--- src/rtl/frame_pkg.sv ---
// Shared state encoding and sizing constants for the frame sequencing controller.
package frame_pkg;

    localparam int unsigned PIXEL_NUM_DEF = 16384;
    localparam int unsigned PIXEL_W       = 24;

    typedef enum logic [2:0] {
        ST_IDLE    = 3'd0,
        ST_LD_WAIT = 3'd1,
        ST_LOAD    = 3'd2,
        ST_DR_WAIT = 3'd3,
        ST_DRAIN   = 3'd4,
        ST_DONE    = 3'd5
    } state_t;

endpackage

--- src/rtl/frame_seq_ctrl_if.sv ---
// Source, frame-buffer and downstream handshake bundle seen by frame_seq_ctrl.
interface frame_seq_ctrl_if;

    logic src_ready;
    logic src_en;
    logic fb_rcv_req;
    logic fb_rcv_ack;
    logic fb_snd_req;
    logic fb_snd_ack;
    logic dst_ready;
    logic dst_valid;
    logic dst_last;

    modport master (
        input  src_ready, fb_rcv_req, fb_snd_ack, dst_ready,
        output src_en, fb_rcv_ack, fb_snd_req, dst_valid, dst_last
    );

    modport slave (
        output src_ready, fb_rcv_req, fb_snd_ack, dst_ready,
        input  src_en, fb_rcv_ack, fb_snd_req, dst_valid, dst_last
    );

endinterface

--- src/rtl/beat_counter.sv ---
// Clear/load/enable up-counter with a terminal-count flag at TERM.
module beat_counter #(
    parameter int unsigned W    = 4,
    parameter int unsigned TERM = 15
) (
    input  logic         clk,
    input  logic         rst_n,
    input  logic         i_clr,
    input  logic         i_load,
    input  logic [W-1:0] i_load_val,
    input  logic         i_en,
    output logic         o_tc_c
);

    logic [W-1:0] r_cnt;

    // Clear wins over load, load wins over count.
    always_ff @(posedge clk or negedge rst_n) begin
        if (!rst_n) begin
            r_cnt <= '0;
        end else if (i_clr) begin
            r_cnt <= '0;
        end else if (i_load) begin
            r_cnt <= i_load_val;
        end else if (i_en) begin
            r_cnt <= r_cnt + W'(1);
        end
    end

    assign o_tc_c = (r_cnt == W'(TERM));

endmodule

--- src/rtl/frame_seq_ctrl.sv ---
// Load/drain sequencer for one frame buffer; FRAME_SEQ_CTRL_TIMEOUT_EN adds a
// wait-state watchdog driving the sticky err flag.
module frame_seq_ctrl
    import frame_pkg::*;
#(
    parameter int unsigned PIXEL_NUM   = PIXEL_NUM_DEF,
    parameter int unsigned CNT_W       = $clog2(PIXEL_NUM),
    parameter int unsigned FCNT_W      = 16
`ifdef FRAME_SEQ_CTRL_TIMEOUT_EN
   ,parameter int unsigned TIMEOUT_CYC = 65535
`endif
) (
    input  logic                clk,
    input  logic                xrst,
    input  logic                start,
    input  logic                cont,
    frame_seq_ctrl_if.master    bus,
    output logic                busy,
    output logic                frame_done,
    output logic [FCNT_W-1:0]   frame_cnt,
    output logic                err
);

    state_t            r_state, w_state_nx;
    logic              r_rcv_ack, r_src_en, r_snd_req, r_valid, r_last, r_done;
    logic [FCNT_W-1:0] r_fcnt;
    logic              w_rcv_ack_nx, w_src_en_nx, w_snd_req_nx, w_valid_nx, w_last_nx;
    logic              w_ld_en, w_ld_clr, w_ld_tc;
    logic              w_dr_en, w_dr_clr, w_dr_tc;
    logic              w_beat;

`ifdef FRAME_SEQ_CTRL_TIMEOUT_EN
    localparam int unsigned WD_W = $clog2(TIMEOUT_CYC);
    logic r_err, w_err_nx, w_wd_tc, w_in_wait;
`endif

    // A drain beat is any fb_snd_ack cycle once the send request has been seen.
    assign w_beat = bus.fb_snd_ack &&
                    ((r_state == ST_DRAIN) || ((r_state == ST_DR_WAIT) && r_snd_req));

    always_comb begin
        w_state_nx   = r_state;
        w_rcv_ack_nx = 1'b0;
        w_src_en_nx  = 1'b0;
        w_snd_req_nx = 1'b0;
        w_valid_nx   = 1'b0;
        w_last_nx    = 1'b0;
        w_ld_en      = 1'b0;
        w_ld_clr     = 1'b1;
        w_dr_en      = 1'b0;
        w_dr_clr     = 1'b1;
`ifdef FRAME_SEQ_CTRL_TIMEOUT_EN
        w_err_nx     = r_err;
`endif
        case (r_state)
            ST_IDLE: begin
                if (start) begin
                    w_state_nx = ST_LD_WAIT;
`ifdef FRAME_SEQ_CTRL_TIMEOUT_EN
                    w_err_nx   = 1'b0;
`endif
                end
            end
            ST_LD_WAIT: begin
                // Ack is visible for one cycle; the source is enabled the cycle after.
                if (r_rcv_ack) begin
                    w_state_nx  = ST_LOAD;
                    w_src_en_nx = 1'b1;
                end else if (bus.fb_rcv_req && bus.src_ready) begin
                    w_rcv_ack_nx = 1'b1;
                end
`ifdef FRAME_SEQ_CTRL_TIMEOUT_EN
                else if (w_wd_tc) begin
                    w_state_nx = ST_IDLE;
                    w_err_nx   = 1'b1;
                end
`endif
            end
            ST_LOAD: begin
                w_ld_en  = 1'b1;
                w_ld_clr = w_ld_tc;
                if (w_ld_tc) begin
                    w_state_nx = ST_DR_WAIT;
                end else begin
                    w_src_en_nx = 1'b1;
                end
            end
            ST_DR_WAIT, ST_DRAIN: begin
                w_dr_clr = 1'b0;
                if ((r_state == ST_DR_WAIT) && !w_beat) begin
                    w_snd_req_nx = r_snd_req || bus.dst_ready;
                end
                if (w_beat) begin
                    w_valid_nx = 1'b1;
                    if (w_dr_tc) begin
                        w_last_nx  = 1'b1;
                        w_dr_clr   = 1'b1;
                        w_state_nx = ST_DONE;
                    end else begin
                        w_dr_en    = 1'b1;
                        w_state_nx = ST_DRAIN;
                    end
                end
`ifdef FRAME_SEQ_CTRL_TIMEOUT_EN
                // The buffer holds a frame here, so a timeout only flags.
                if ((r_state == ST_DR_WAIT) && w_wd_tc) begin
                    w_err_nx = 1'b1;
                end
`endif
            end
            ST_DONE: begin
                w_state_nx = cont ? ST_LD_WAIT : ST_IDLE;
            end
            default: begin
                w_state_nx = ST_IDLE;
            end
        endcase
    end

    always_ff @(posedge clk or negedge xrst) begin
        if (!xrst) begin
            r_state   <= ST_IDLE;
            r_rcv_ack <= 1'b0;
            r_src_en  <= 1'b0;
            r_snd_req <= 1'b0;
            r_valid   <= 1'b0;
            r_last    <= 1'b0;
            r_done    <= 1'b0;
            r_fcnt    <= '0;
        end else begin
            r_state   <= w_state_nx;
            r_rcv_ack <= w_rcv_ack_nx;
            r_src_en  <= w_src_en_nx;
            r_snd_req <= w_snd_req_nx;
            r_valid   <= w_valid_nx;
            r_last    <= w_last_nx;
            r_done    <= (w_state_nx == ST_DONE);
            if (w_state_nx == ST_DONE) begin
                r_fcnt <= r_fcnt + FCNT_W'(1);
            end
        end
    end

    beat_counter #(.W(CNT_W), .TERM(PIXEL_NUM - 1)) u_ld_cnt (
        .clk        (clk),
        .rst_n      (xrst),
        .i_clr      (w_ld_clr),
        .i_load     (1'b0),
        .i_load_val ('0),
        .i_en       (w_ld_en),
        .o_tc_c     (w_ld_tc)
    );

    beat_counter #(.W(CNT_W), .TERM(PIXEL_NUM - 1)) u_dr_cnt (
        .clk        (clk),
        .rst_n      (xrst),
        .i_clr      (w_dr_clr),
        .i_load     (1'b0),
        .i_load_val ('0),
        .i_en       (w_dr_en),
        .o_tc_c     (w_dr_tc)
    );

`ifdef FRAME_SEQ_CTRL_TIMEOUT_EN
    assign w_in_wait = (r_state == ST_LD_WAIT) || (r_state == ST_DR_WAIT);

    // Restarts on every state change and saturates at the limit.
    beat_counter #(.W(WD_W), .TERM(TIMEOUT_CYC - 1)) u_wd_cnt (
        .clk        (clk),
        .rst_n      (xrst),
        .i_clr      (!w_in_wait || (w_state_nx != r_state)),
        .i_load     (1'b0),
        .i_load_val ('0),
        .i_en       (!w_wd_tc),
        .o_tc_c     (w_wd_tc)
    );

    always_ff @(posedge clk or negedge xrst) begin
        if (!xrst) begin
            r_err <= 1'b0;
        end else begin
            r_err <= w_err_nx;
        end
    end

    assign err = r_err;
`else
    assign err = 1'b0;
`endif

    assign busy           = (r_state != ST_IDLE);
    assign frame_done     = r_done;
    assign frame_cnt      = r_fcnt;
    assign bus.fb_rcv_ack = r_rcv_ack;
    assign bus.src_en     = r_src_en;
    assign bus.fb_snd_req = r_snd_req;
    assign bus.dst_valid  = r_valid;
    assign bus.dst_last   = r_last;

endmodule

--- src/flat_wrapper.sv ---
// flat-port wrapper written by rule: the top's interface ports become plain ports
module frame_seq_ctrl_flat import frame_pkg::*;
#(
    parameter int unsigned PIXEL_NUM   = PIXEL_NUM_DEF,
    parameter int unsigned CNT_W       = $clog2(PIXEL_NUM),
    parameter int unsigned FCNT_W      = 16

)
  (clk, xrst, start, cont, busy, frame_done, frame_cnt, err, bus_src_ready, bus_fb_rcv_req, bus_fb_snd_ack, bus_dst_ready, bus_src_en, bus_fb_rcv_ack, bus_fb_snd_req, bus_dst_valid, bus_dst_last);
  frame_seq_ctrl_if bus_i ();
  input  logic clk;
  input  logic xrst;
  input  logic start;
  input  logic cont;
  output logic busy;
  output logic frame_done;
  output logic [FCNT_W-1:0] frame_cnt;
  output logic err;
  input wire logic [$bits(bus_i.src_ready)-1:0] bus_src_ready;
  input wire logic [$bits(bus_i.fb_rcv_req)-1:0] bus_fb_rcv_req;
  input wire logic [$bits(bus_i.fb_snd_ack)-1:0] bus_fb_snd_ack;
  input wire logic [$bits(bus_i.dst_ready)-1:0] bus_dst_ready;
  output wire logic [$bits(bus_i.src_en)-1:0] bus_src_en;
  output wire logic [$bits(bus_i.fb_rcv_ack)-1:0] bus_fb_rcv_ack;
  output wire logic [$bits(bus_i.fb_snd_req)-1:0] bus_fb_snd_req;
  output wire logic [$bits(bus_i.dst_valid)-1:0] bus_dst_valid;
  output wire logic [$bits(bus_i.dst_last)-1:0] bus_dst_last;
  assign bus_i.src_ready = bus_src_ready;
  assign bus_i.fb_rcv_req = bus_fb_rcv_req;
  assign bus_i.fb_snd_ack = bus_fb_snd_ack;
  assign bus_i.dst_ready = bus_dst_ready;
  assign bus_src_en = bus_i.src_en;
  assign bus_fb_rcv_ack = bus_i.fb_rcv_ack;
  assign bus_fb_snd_req = bus_i.fb_snd_req;
  assign bus_dst_valid = bus_i.dst_valid;
  assign bus_dst_last = bus_i.dst_last;
  frame_seq_ctrl #(.PIXEL_NUM(PIXEL_NUM), .CNT_W(CNT_W), .FCNT_W(FCNT_W)) u_core (.clk(clk), .xrst(xrst), .start(start), .cont(cont), .bus(bus_i), .busy(busy), .frame_done(frame_done), .frame_cnt(frame_cnt), .err(err));
endmodule
--- config.mk ---
export PLATFORM = sky130hd
export DESIGN_NAME = frame_seq_ctrl_flat
export DESIGN_NICKNAME = d
export VERILOG_FILES = /design/src/rtl/frame_pkg.sv /design/src/rtl/frame_seq_ctrl_if.sv /design/src/rtl/beat_counter.sv /design/src/rtl/frame_seq_ctrl.sv /design/src/flat_wrapper.sv
export SDC_FILE = /design/constraint.sdc
export NUM_CORES = 1
export LEC_CHECK = 0
export CAP_MARGIN = 15
export CORE_UTILIZATION = 57
export CTS_BUF_LIST = sky130_fd_sc_hd__clkbuf_4 sky130_fd_sc_hd__clkbuf_8
export CTS_CLUSTER_DIAMETER = 60
export CTS_CLUSTER_SIZE = 14
export DETAILED_ROUTE_END_ITERATION = 8
export GPL_ROUTABILITY_DRIVEN = 0
export PLACE_DENSITY = 0.81
export SLEW_MARGIN = 15
export SYNTH_ARGS = -nofsm -noshare
export SYNTH_HDL_FRONTEND = slang
export SYNTH_SLANG_ARGS = --single-unit
--- constraint.sdc ---
create_clock -name clk -period 2.6 [get_ports clk]
set_clock_uncertainty 0.1 [all_clocks]
set_input_delay 0.52 -clock clk [delete_from_list [all_inputs] [get_ports clk]]
set_output_delay 0.52 -clock clk [all_outputs]
set_load 0.02 [all_outputs]
* After elaboration in Yosys (flattened, before gate mapping)
Cells that the tools add are included.
** Storage, ports and cells
- Bits in read-only memories :: 0
- Logic and storage cells :: 63
- Memories kept :: 0
- Latch bits :: 0
- Flip-flop bits (word level) :: 53
- Output and inout port bits :: 24
- Bits of input ports :: 8
- RAM bits :: 0
** Operators by class
- $add $sub $neg :: 3
- Bitwise gates (word level) :: 0
- Muxes and demuxes :: 30
- Reduce and logical (&&, ||, !) cells :: 12
- Shift-type cells :: 0
- $mul :: 0
- Equality and inequality tests :: 8
- Order comparisons :: 0
- Divide/modulo/power cells :: 0
** Operators by type and width (number)
- 2-to-1 mux 14 bit :: 4
- adder 14 x 1 -> 14 bit, second input constant :: 2
- == test 14 bit, second input constant :: 2
- 2-to-1 mux 1 bit :: 20
- adder 16 x 1 -> 16 bit, second input constant :: 1
- case mux 3 bit (5 select lines) :: 1
- 2-to-1 mux 3 bit :: 4
- == test 3 bit, second input constant :: 3
- == test 3 x 2 -> 1 bit, second input constant :: 2
- logical AND 1 bit :: 4
- nonzero test 2 bit :: 2
- == test 3 x 1 -> 1 bit, second input constant :: 1
- logical NOT 3 bit :: 1
- nonzero test 3 bit :: 1
- logical OR 1 bit :: 2
- case mux 1 bit (2 select lines) :: 1
- OR reduction 2 bit :: 1
- logical NOT 1 bit :: 1

* Longest topological paths before layout
Gate-level depths: netlist of the first run.
- Word-level depth :: 8
- Depth in mapped cells :: 7
- Mapped depth without buffers :: 7

* Modules after synthesis
Synthesis of the first run repeated with hierarchy kept, for this count alone.
** Unflattened totals
- Cells, all modules :: 316
- Area, all modules :: 3001.6 um^2
** Modules (own cells, without submodules)
- beat_counter :: instances 2, area an instance 913.4 um^2, cells each 105, sequential area each 350.3 um^2
- frame_seq_ctrl :: instances 1, area an instance 1174.9 um^2, cells each 106, sequential area each 625.6 um^2

* Least setup slack after synthesis of the first run
No wires, ideal clock.
- Path kind :: register to register
- From :: reg u_core.r_snd_req, in the netlist u_core.bus.fb_snd_req
- To :: reg u_core.r_fcnt[11], in the netlist u_core.frame_cnt[11]
- Data required time :: 2365 ps
- Buffers on the path :: 1
- Setup slack :: 707 ps
- Stages on the path, launching flop included :: 7
- Clock period less this slack :: 1893 ps
- Arrival time :: 1659 ps
- Setup time :: 135 ps
- Path through :: dfrtp_1 > and2_1 > clkbuf_1 > o21ai_0 > a221oi_4 > a211oi_1 > xor2_1
** Between the ends
- Longest elaborated chain between the ends :: 6
** RTL lines
- start: declaration :: RTL line frame_seq_ctrl.sv:25 : logic r_rcv_ack, r_src_en, r_snd_req, r_valid, r_last, r_done;
- start signal: assignment :: RTL line frame_seq_ctrl.sv:134 : r_snd_req <= w_snd_req_nx;
- logical AND 1 bit :: RTL line frame_seq_ctrl.sv:39 : ((r_state == ST_DRAIN) || ((r_state == ST_DR_WAIT) && r_snd_req));
- logical OR 1 bit :: RTL line frame_seq_ctrl.sv:39
- logical AND 1 bit :: RTL line frame_seq_ctrl.sv:38 : assign w_beat = bus.fb_snd_ack &&
- 2-to-1 mux 3 bit :: RTL line frame_seq_ctrl.sv:93 : if (w_beat) begin
- case mux 3 bit (5 select lines) :: RTL line frame_seq_ctrl.sv:55 : case (r_state)
- == test 3 bit :: RTL line frame_seq_ctrl.sv:138 : if (w_state_nx == ST_DONE) begin
- end signal: assignment :: RTL line frame_seq_ctrl.sv:139 : r_fcnt <= r_fcnt + FCNT_W'(1);
- end: declaration :: RTL line frame_seq_ctrl.sv:26 : logic [FCNT_W-1:0] r_fcnt;
Every way passes these cells.
A chain may end at the register's enable or synchronous reset.

* Worst setup path after layout of the first run
- From :: reg u_core.r_state[1]
- To :: out busy
** Between the ends
- Longest elaborated chain between the ends :: 1
** RTL lines
- start: declaration :: RTL line frame_seq_ctrl.sv:24 : state_t r_state, w_state_nx;
- start signal: assignment :: RTL line frame_seq_ctrl.sv:131 : r_state <= w_state_nx;
- nonzero test 3 bit :: RTL line frame_seq_ctrl.sv:191 : assign busy = (r_state != ST_IDLE);
- end: declaration :: RTL line flat_wrapper.sv:15 : output logic busy;
Every way passes these cells.

==> results.ini, run 1 <==
[clock_tree]
post_cts_hold_fix_bufs = 0
h-tree-depth = 2
cts_buffer_depth = 2
cts.reportedPaths.clkPinSlew_ns = 0.09
worstSkewPairLatency_ns = 0.30
cts_resized = 0
root_buffer = sky130_fd_sc_hd__clkbuf_8
cts-buffers-inserted = 5
cts_tree = done
post_cts.repair.setup_buffers = 0
clock-sinks = 53

[synthesis]
synth-main-ff-cell = sky130_fd_sc_hd__dfrtp_1
syn_area_mm2 = 0.002629
count_of_flip_flops_with_a_built_in_enable_after_synthesis = 0
cells_after_synthesis = 260
postSynthNetCount = 271
netlist-cell-type-count = 41
synth.avg_cell_area_um2 = 10.11
synth-warning-count = 0
synth_sequential_area_ratio_pct = 50.45
synth-async-reset-ratio_pct = 100.0
synth.ff_latch_count = 53

[sta]
slew-limit-headroom_pct = 46.62
peak_clock_frequency_supported_by_timing_mhz = 416.3
timing_max_transition_violations_final = 0
worst-slew-pin-transition_ns = 0.7977
grt_setup_unrepaired = no
final.setup.tns_ns = 0
setup_viol = 0
period_needed_ns = 2.402
period_share_pct = 92.39
final_hold_violating_endpoints = 0

[worst_setup_path]
critical_path.max_fanout = 12
critPathLaunchType = flop
setup.worst_path.end_class = output pin
worst_ep_required_time_ns = 1.98
data_arrival_critical_path_ns = 1.78
timing_worst_setup_path_type = reg -> out

[flow_run]
max_cap_viol_count = 0

[layout]
drive_gt1_share_pct = 7.509
number_of_nets_in_the_final_layout = 303
antenna-diode-count = 0
fillerInstances = 332
finalNonFillerCells = 345
multi_input_area_mm2 = 0.001224
final-seq-area_mm2 = 0.001326
area.growth.synth_to_final_pct = 16.28

[power]
share_seq_of_total_power_pct = 51.5
netSwitchingPower_uw = 582.0
power.share.combinational_pct = 23.5
power.density_mw_per_mm2 = 590.3
power.internal_uw = 1222
ir_drop_v = 0.0003568
static-leakage-power_uw = 0.001377
switching_power_as_a_share_of_total_power_pct = 32.25
power.share.clock_pct = 25.0

[run_status]
outcome = completed

[global_routing]
first_global_vias = 1827
overflow = 0
grt_antenna_before_repair = 0
grt_first_pass_wirelength_um = 8597
grt_max_degree = 27
grt_util_all_layers_pct = 22.34

[floorplan]
floorplan.initialDensity_pct = 59.96
floorplan.die.height_um = 69.91
die_width_um = 69.91
design.portCount = 32
coreArea_mm2 = 0.004384
fp-row-count = 24
fp.dieArea_mm2 = 0.004887

[routing]
antenna_violating_nets_post_route = 0
drc = 0
routed_wire_length_per_instance_um = 14.39
overall_routed_net_length_um = 4965
vias = 1934
vias_per_cell = 5.606
drt_iter0_markers = 145
drt_pre_antenna_iters = 4

[placed_design]
number_of_buffers_added_on_ports = 30
hpwlAfterDp_um = 3603
place_inst = 337

[worst_hold_path]
worstHoldPathType = in -> async

## synth_stat cells (all sizes together), types with 4 or more instances
| cell type | count | area, µm² |
|---|---|---|
| a211oi | 7 | 57.55 |
| a21oi | 6 | 30.03 |
| and3 | 5 | 31.28 |
| and4 | 5 | 43.79 |
| buf | 5 | 33.78 |
| clkbuf | 4 | 15.01 |
| dfrtp | 53 | 1326 |
| inv | 8 | 30.03 |
| nand2 | 26 | 100.1 |
| nand3 | 22 | 110.1 |
| nand3b | 4 | 42.54 |
| nand4 | 10 | 68.81 |
| nor2 | 35 | 131.4 |
| nor3 | 5 | 25.02 |
| o21ai | 4 | 20.01 |
| xnor2 | 13 | 113.9 |
| xor2 | 24 | 210.2 |
## final cells by class
class                   count  area share (%)
inverters                   8          0.9824
repair buffers             34           10.64
well taps                  52           2.129
clock inverters             2          0.3275
flip-flops and latches     53           43.39
multi-input cells         190           40.03
clock buffers               6           2.497
## critical path, stage by stage (launching register included)
cell,delay [ns]
sky130_fd_sc_hd__dfrtp_1,0.52
sky130_fd_sc_hd__or3_1,0.41
sky130_fd_sc_hd__clkdlybuf4s50_1,0.55
## kinds of logic (layout without fill, tap and decap cells)
| logic type | after synthesis | count (layout) | share of synthesized area (%) |
|---|---|---|---|
| and+or+nand+nor | 124 | 124 | 24.70 |
| adders and majority gates | 3 | 3 | 1.428 |
| DFF | 53 | 53 | 50.45 |
| xor gates and xnor gates | 37 | 37 | 12.33 |
| muxes | 1 | 1 | 0.3808 |
| AOI/OAI and AO/OA | 24 | 24 | 7.568 |
| other | 1 | 1 | 0.1427 |
| buffers and inverters | 17 | 50 | 2.998 |
## stage by stage
step	worst slack, ns	hold slack, ns	cell area [µm²]	power, µW	util (%)
5_1_grt	0.1475	0.1425	3057	1891	69.72
4_1_cts	0.1971	0.1220	3057	1817	69.72
3_5_place_dp	0.01707	0.3784	2970	1372	67.75
6_report	0.1980	0.09665	3057	1804	69.72
3_3_place_gp	0.05989	0.3822	2970	1361	67.75
2_1_floorplan	0.7069	0.1244	2629	1235	-
## per-layer routing
| metal | GRT usage [%] | part of all wire (%) | vias to the layer above |
|---|---|---|---|
| li1 | - | - | 964 |
| met1 | 32.65 | 50 | 926 |
| met2 | 33.97 | 45 | 38 |
| met3 | 3.608 | 4.0 | 6 |
| met4 | 8.000 | 1.1 | 0 |
| met5 | 0 | 0 | - |
## registers in the layout, summed over array words and instances, names as in the netlist
name,count
u_core.frame_cnt,16
u_core.u_dr_cnt.r_cnt,14
u_core.u_ld_cnt.r_cnt,14
u_core.r_state,3
u_core.bus.dst_last,1
u_core.bus.dst_valid,1
u_core.bus.fb_rcv_ack,1
u_core.bus.fb_snd_req,1
u_core.bus.src_en,1
u_core.frame_done,1
## final timing paths
check                               startpoint                        to  slack [ns]  cells past startpoint
min in group clk           u_core.frame_cnt[6]       u_core.frame_cnt[6]        0.40                      1
min                                       xrst  u_core.u_ld_cnt.r_cnt[4]         0.1                      1
max in group asynchronous                 xrst       u_core.frame_cnt[0]        1.67                      2
min reg2reg                u_core.frame_cnt[6]       u_core.frame_cnt[6]        0.40                      1
max                          u_core.r_state[1]                      busy        0.20                      2
max reg2reg                  u_core.r_state[1]       u_core.frame_cnt[5]        0.39                      5
## power groups by stage
stage          combinational [µW]  clock [µW]  sequential [µW]
2_1_floorplan                 306           0              928
4_1_cts                       427         461              930
3_3_place_gp                  416           0              945
6_report                      424         451              929
3_5_place_dp                  428           0              945
5_1_grt                       461         491              939
## layout by cell type, fill, tap and decap left out, types with 2 or more instances in the layout
cell                              count
sky130_fd_sc_hd__a211oi_1             6
sky130_fd_sc_hd__a21oi_1              6
sky130_fd_sc_hd__and2_1               3
sky130_fd_sc_hd__and3_1               5
sky130_fd_sc_hd__and4_1               5
sky130_fd_sc_hd__buf_4                4
sky130_fd_sc_hd__clkbuf_8             5
sky130_fd_sc_hd__clkdlybuf4s50_1     29
sky130_fd_sc_hd__clkinv_2             2
sky130_fd_sc_hd__dfrtp_1             53
sky130_fd_sc_hd__ha_1                 3
sky130_fd_sc_hd__inv_1                8
sky130_fd_sc_hd__nand2_1             25
sky130_fd_sc_hd__nand2b_1             3
sky130_fd_sc_hd__nand3_1             22
sky130_fd_sc_hd__nand3b_1             3
sky130_fd_sc_hd__nand4_1              9
sky130_fd_sc_hd__nor2_1              35
sky130_fd_sc_hd__nor3_1               5
sky130_fd_sc_hd__o21ai_0              3
sky130_fd_sc_hd__o221ai_1             2
sky130_fd_sc_hd__xnor2_1             13
sky130_fd_sc_hd__xor2_1              24
Note: power is estimated with default switching activity, not from simulation.
==> run 2, diff against run 1 <==
--- a/config.mk
+++ b/config.mk
@@ -5,14 +5,15 @@
 export SDC_FILE = /design/constraint.sdc
 export NUM_CORES = 1
 export LEC_CHECK = 0
+export ABC_AREA = 1
 export CAP_MARGIN = 15
-export CORE_UTILIZATION = 57
+export CORE_UTILIZATION = 59
 export CTS_BUF_LIST = sky130_fd_sc_hd__clkbuf_4 sky130_fd_sc_hd__clkbuf_8
 export CTS_CLUSTER_DIAMETER = 60
 export CTS_CLUSTER_SIZE = 14
 export DETAILED_ROUTE_END_ITERATION = 8
 export GPL_ROUTABILITY_DRIVEN = 0
-export PLACE_DENSITY = 0.81
+export PLACE_DENSITY = 0.83
 export SLEW_MARGIN = 15
 export SYNTH_ARGS = -nofsm -noshare
 export SYNTH_HDL_FRONTEND = slang
==> run 2 against run 1 <==
Net effect: register-to-register slack better by 0.17 ns; count of clock-buffer cells in the layout down 1; non-clock buffer count down 3; routed wire length up 16%; sequential power down 4.3%; highest routed layer unchanged.
==> results.ini, run 2 <==
[routing]
drc = 0  ; unchanged
drt_pre_antenna_iters = 4  ; unchanged
drt_iter0_markers = 167  ; +15%
overall_routed_net_length_um = 5752  ; +16%
routed_wire_length_per_instance_um = 12.14  ; -16%
antenna_violating_nets_post_route = 0  ; unchanged
vias_per_cell = 5.200  ; -7.2%
vias = 2465  ; +27%

[synthesis]
synth_sequential_area_ratio_pct = 44.69  ; -5.8 points
synth-main-ff-cell = sky130_fd_sc_hd__dfrtp_1
count_of_flip_flops_with_a_built_in_enable_after_synthesis = 0  ; unchanged
post_synth_main_area_contributors = sky130_fd_sc_hd__dfrtp_1 (45%), sky130_fd_sc_hd__nand2_1 (14%), sky130_fd_sc_hd__nor2_1 (7.0%), sky130_fd_sc_hd__xor2_1 (4.7%), sky130_fd_sc_hd__inv_1 (4.4%)
cells_after_synthesis = 375  ; +44%
synth-async-reset-ratio_pct = 100.0  ; unchanged
synth.avg_cell_area_um2 = 7.914  ; -22%
synth.ff_latch_count = 53  ; unchanged
netlist-cell-type-count = 34  ; -17%
synthDominantCellAreaShare_pct = 44.69  ; -5.8 points
yosys.cell_count.top_type = sky130_fd_sc_hd__nand2_1
post-synth-top-area-cell = sky130_fd_sc_hd__dfrtp_1
postSynthNetCount = 386  ; +42%
ys_top_cells_by_count = sky130_fd_sc_hd__nand2_1 (113), sky130_fd_sc_hd__nor2_1 (55), sky130_fd_sc_hd__dfrtp_1 (53)
synth-warning-count = 0  ; unchanged
syn_area_mm2 = 0.002968  ; +13%

[layout]
finalNonFillerCells = 474  ; +37%
drive_gt1_share_pct = 7.371  ; -0.14 points
mostFrequentLayoutCell = sky130_fd_sc_hd__nand2_1
antenna-diode-count = 0  ; unchanged
most-common-layout-cells = sky130_fd_sc_hd__nand2_1 (113), sky130_fd_sc_hd__nor2_1 (55), sky130_fd_sc_hd__dfrtp_1 (53)
final-seq-area_mm2 = 0.001326  ; unchanged
number_of_nets_in_the_final_layout = 417  ; +38%
fillerInstances = 383  ; +15%
finalCoreUtilization_pct = 70.82  ; +1.1 points
area.growth.synth_to_final_pct = 14.21
largest_register_ffs = 16  ; unchanged
multi_input_area_mm2 = 0.001425  ; +16%

[global_routing]
grt.met3_usage_pct = 4.558  ; +0.95 points
grt_antenna_before_repair = 0  ; unchanged
overflow = 0  ; unchanged
grt_util_met1_pct = 31.07  ; -1.6 points
first_global_vias = 2333  ; +28%
gr-usage-met2_pct = 41.12  ; +7.1 points
grt_util_all_layers_pct = 24.13  ; +1.8 points
grt_first_pass_wirelength_um = 9977  ; +16%
grt_max_degree = 30  ; +11%
grt-busiest-layer = met2

[worst_setup_path]
worst_ep_required_time_ns = 1.98  ; about the same
timing_worst_setup_path_type = reg -> out
reg2reg_to = u_core.frame_cnt[6]
crit_path_cells = inv_1, nand2_1, clkdlybuf4s50_1
regToRegStartpoint = u_core.u_dr_cnt.r_cnt[0]
critPathMaxStageDelay_ns = 0.59  ; +0.04 ns
regToRegSetupSlack_ns = 0.56  ; +0.17 ns
r2r_cells = 8  ; +3
setup.worst_path.end_class = output pin
crit_path_top_delay_cell = sky130_fd_sc_hd__clkdlybuf4s50_1
data_arrival_critical_path_ns = 1.58  ; -0.20 ns
critical_path.max_fanout = 4  ; -8
critPathLaunchType = flop

[floorplan]
floorplan.die.height_um = 72.93  ; +4.3%
fp.dieArea_mm2 = 0.005318  ; +8.8%
die_width_um = 72.93  ; +4.3%
floorplan.initialDensity_pct = 62.01  ; +2.1 points
design.portCount = 32  ; unchanged
fp-row-count = 25  ; +4.2%
coreArea_mm2 = 0.004786  ; +9.2%

[sta]
period_needed_ns = 2.199  ; -0.2028 ns
final.setup.tns_ns = 0  ; unchanged
peak_clock_frequency_supported_by_timing_mhz = 454.7  ; +9.2%
timing_max_transition_violations_final = 0  ; unchanged
setup_viol = 0  ; unchanged
final_hold_violating_endpoints = 0  ; unchanged
period_share_pct = 84.58  ; -7.8 points
slew-limit-headroom_pct = 61.14  ; +15 points
worst-slew-pin-transition_ns = 0.5830  ; -0.2148 ns
grt_setup_unrepaired = no

[clock_tree]
cts_tree = done
cts_resized = 0  ; unchanged
cts.reportedPaths.clkPinSlew_ns = 0.10  ; about the same
clock-sinks = 53  ; unchanged
root_buffer = sky130_fd_sc_hd__clkbuf_8
worstSkewPairLatency_ns = 0.31  ; about the same
cts-buffers-inserted = 5  ; unchanged
post_cts_hold_fix_bufs = 0  ; unchanged
post_cts.repair.setup_buffers = 0  ; unchanged
h-tree-depth = 2  ; unchanged
cts_buffer_depth = 2  ; unchanged

[power]
ir_drop_v = 0.0005493  ; +54%
power.density_mw_per_mm2 = 510.1  ; -14%
static-leakage-power_uw = 0.001539  ; +12%

[placed_design]
hpwlAfterDp_um = 4240  ; +18%
number_of_buffers_added_on_ports = 30  ; unchanged
place_inst = 466  ; +38%

[worst_hold_path]
worstHoldPathType = in -> async

[flow_run]
max_cap_viol_count = 0  ; unchanged

[run_status]
outcome = completed

[run 2: how the worst max path moves through the flow]
stage,start,end,slack (ns),cells after the start
6_report,u_core.r_state[2],busy,0.40,3
5_1_grt,u_core.r_state[2],busy,0.33,3
4_1_cts,u_core.r_state[2],busy,0.40,3
3_5_place_dp,bus_fb_snd_ack,u_core.u_dr_cnt.r_cnt[9],0.51,6
3_3_place_gp,bus_fb_snd_ack,u_core.u_dr_cnt.r_cnt[1],0.57,6
2_1_floorplan,u_core.u_dr_cnt.r_cnt[0],u_core.frame_cnt[11],0.94,9
[run 2: cell type report]
| cell class | instances | share of cell area, % |
|---|---|---|
| Timing Repair Buffer | 31 | 9.302 |
| Inverter | 38 | 4.282 |
| Multi-Input combinational cell | 277 | 42.05 |
| Sequential cell | 53 | 39.13 |
| Tap cell | 67 | 2.473 |
| Clock buffer | 5 | 2.030 |
| Clock inverter | 3 | 0.7383 |
[run 2: cell families after synthesis]
family                     after synthesis  share of synthesized area (%)
other                                    1                         0.1264
xor gates and xnor gates                24                          7.336
adders and majority gates                3                          1.265
DFF                                     53                          44.69
buffers and inverters                   45                          7.293
and+or+nand+nor                        230                          35.58
AOI/OAI and AO/OA                       19                          3.710
[run 2: per-stage QoR]
step           total power, µW  worst slack [ns]  instance area, µm²  hold slack [ns]
2_1_floorplan             1159            0.9378                2968           0.1244
3_3_place_gp              1247            0.5699                3296           0.3439
3_5_place_dp              1253            0.5099                3296           0.3540
4_1_cts                   1740            0.3990                3390           0.1067
5_1_grt                   1807            0.3298                3390           0.1340
6_report                  1729            0.4008                3390          0.09230
[run 2: critical path, delay by kind of cell (launching register included)]
family | cells | cell delay, ns
simple gates | 1 | 0.08
buf+inv | 2 | 0.71
flops | 1 | 0.47
[run 2: where the power goes]
part           internal, µW  leakage (µW)  switching [µW]
Combinational           113      0.000778             233
Clock                   197     0.0000452             296
Sequential              853      0.000716            36.0
Total                  1160       0.00154             565
[run 2: layer usage]
layer  vias to the layer above  share of wire (%)
met4                         0               0.97
met3                         7                3.2
met2                        52                 50
li1                       1232                  -
met1                      1174                 46
met5                         -                  0
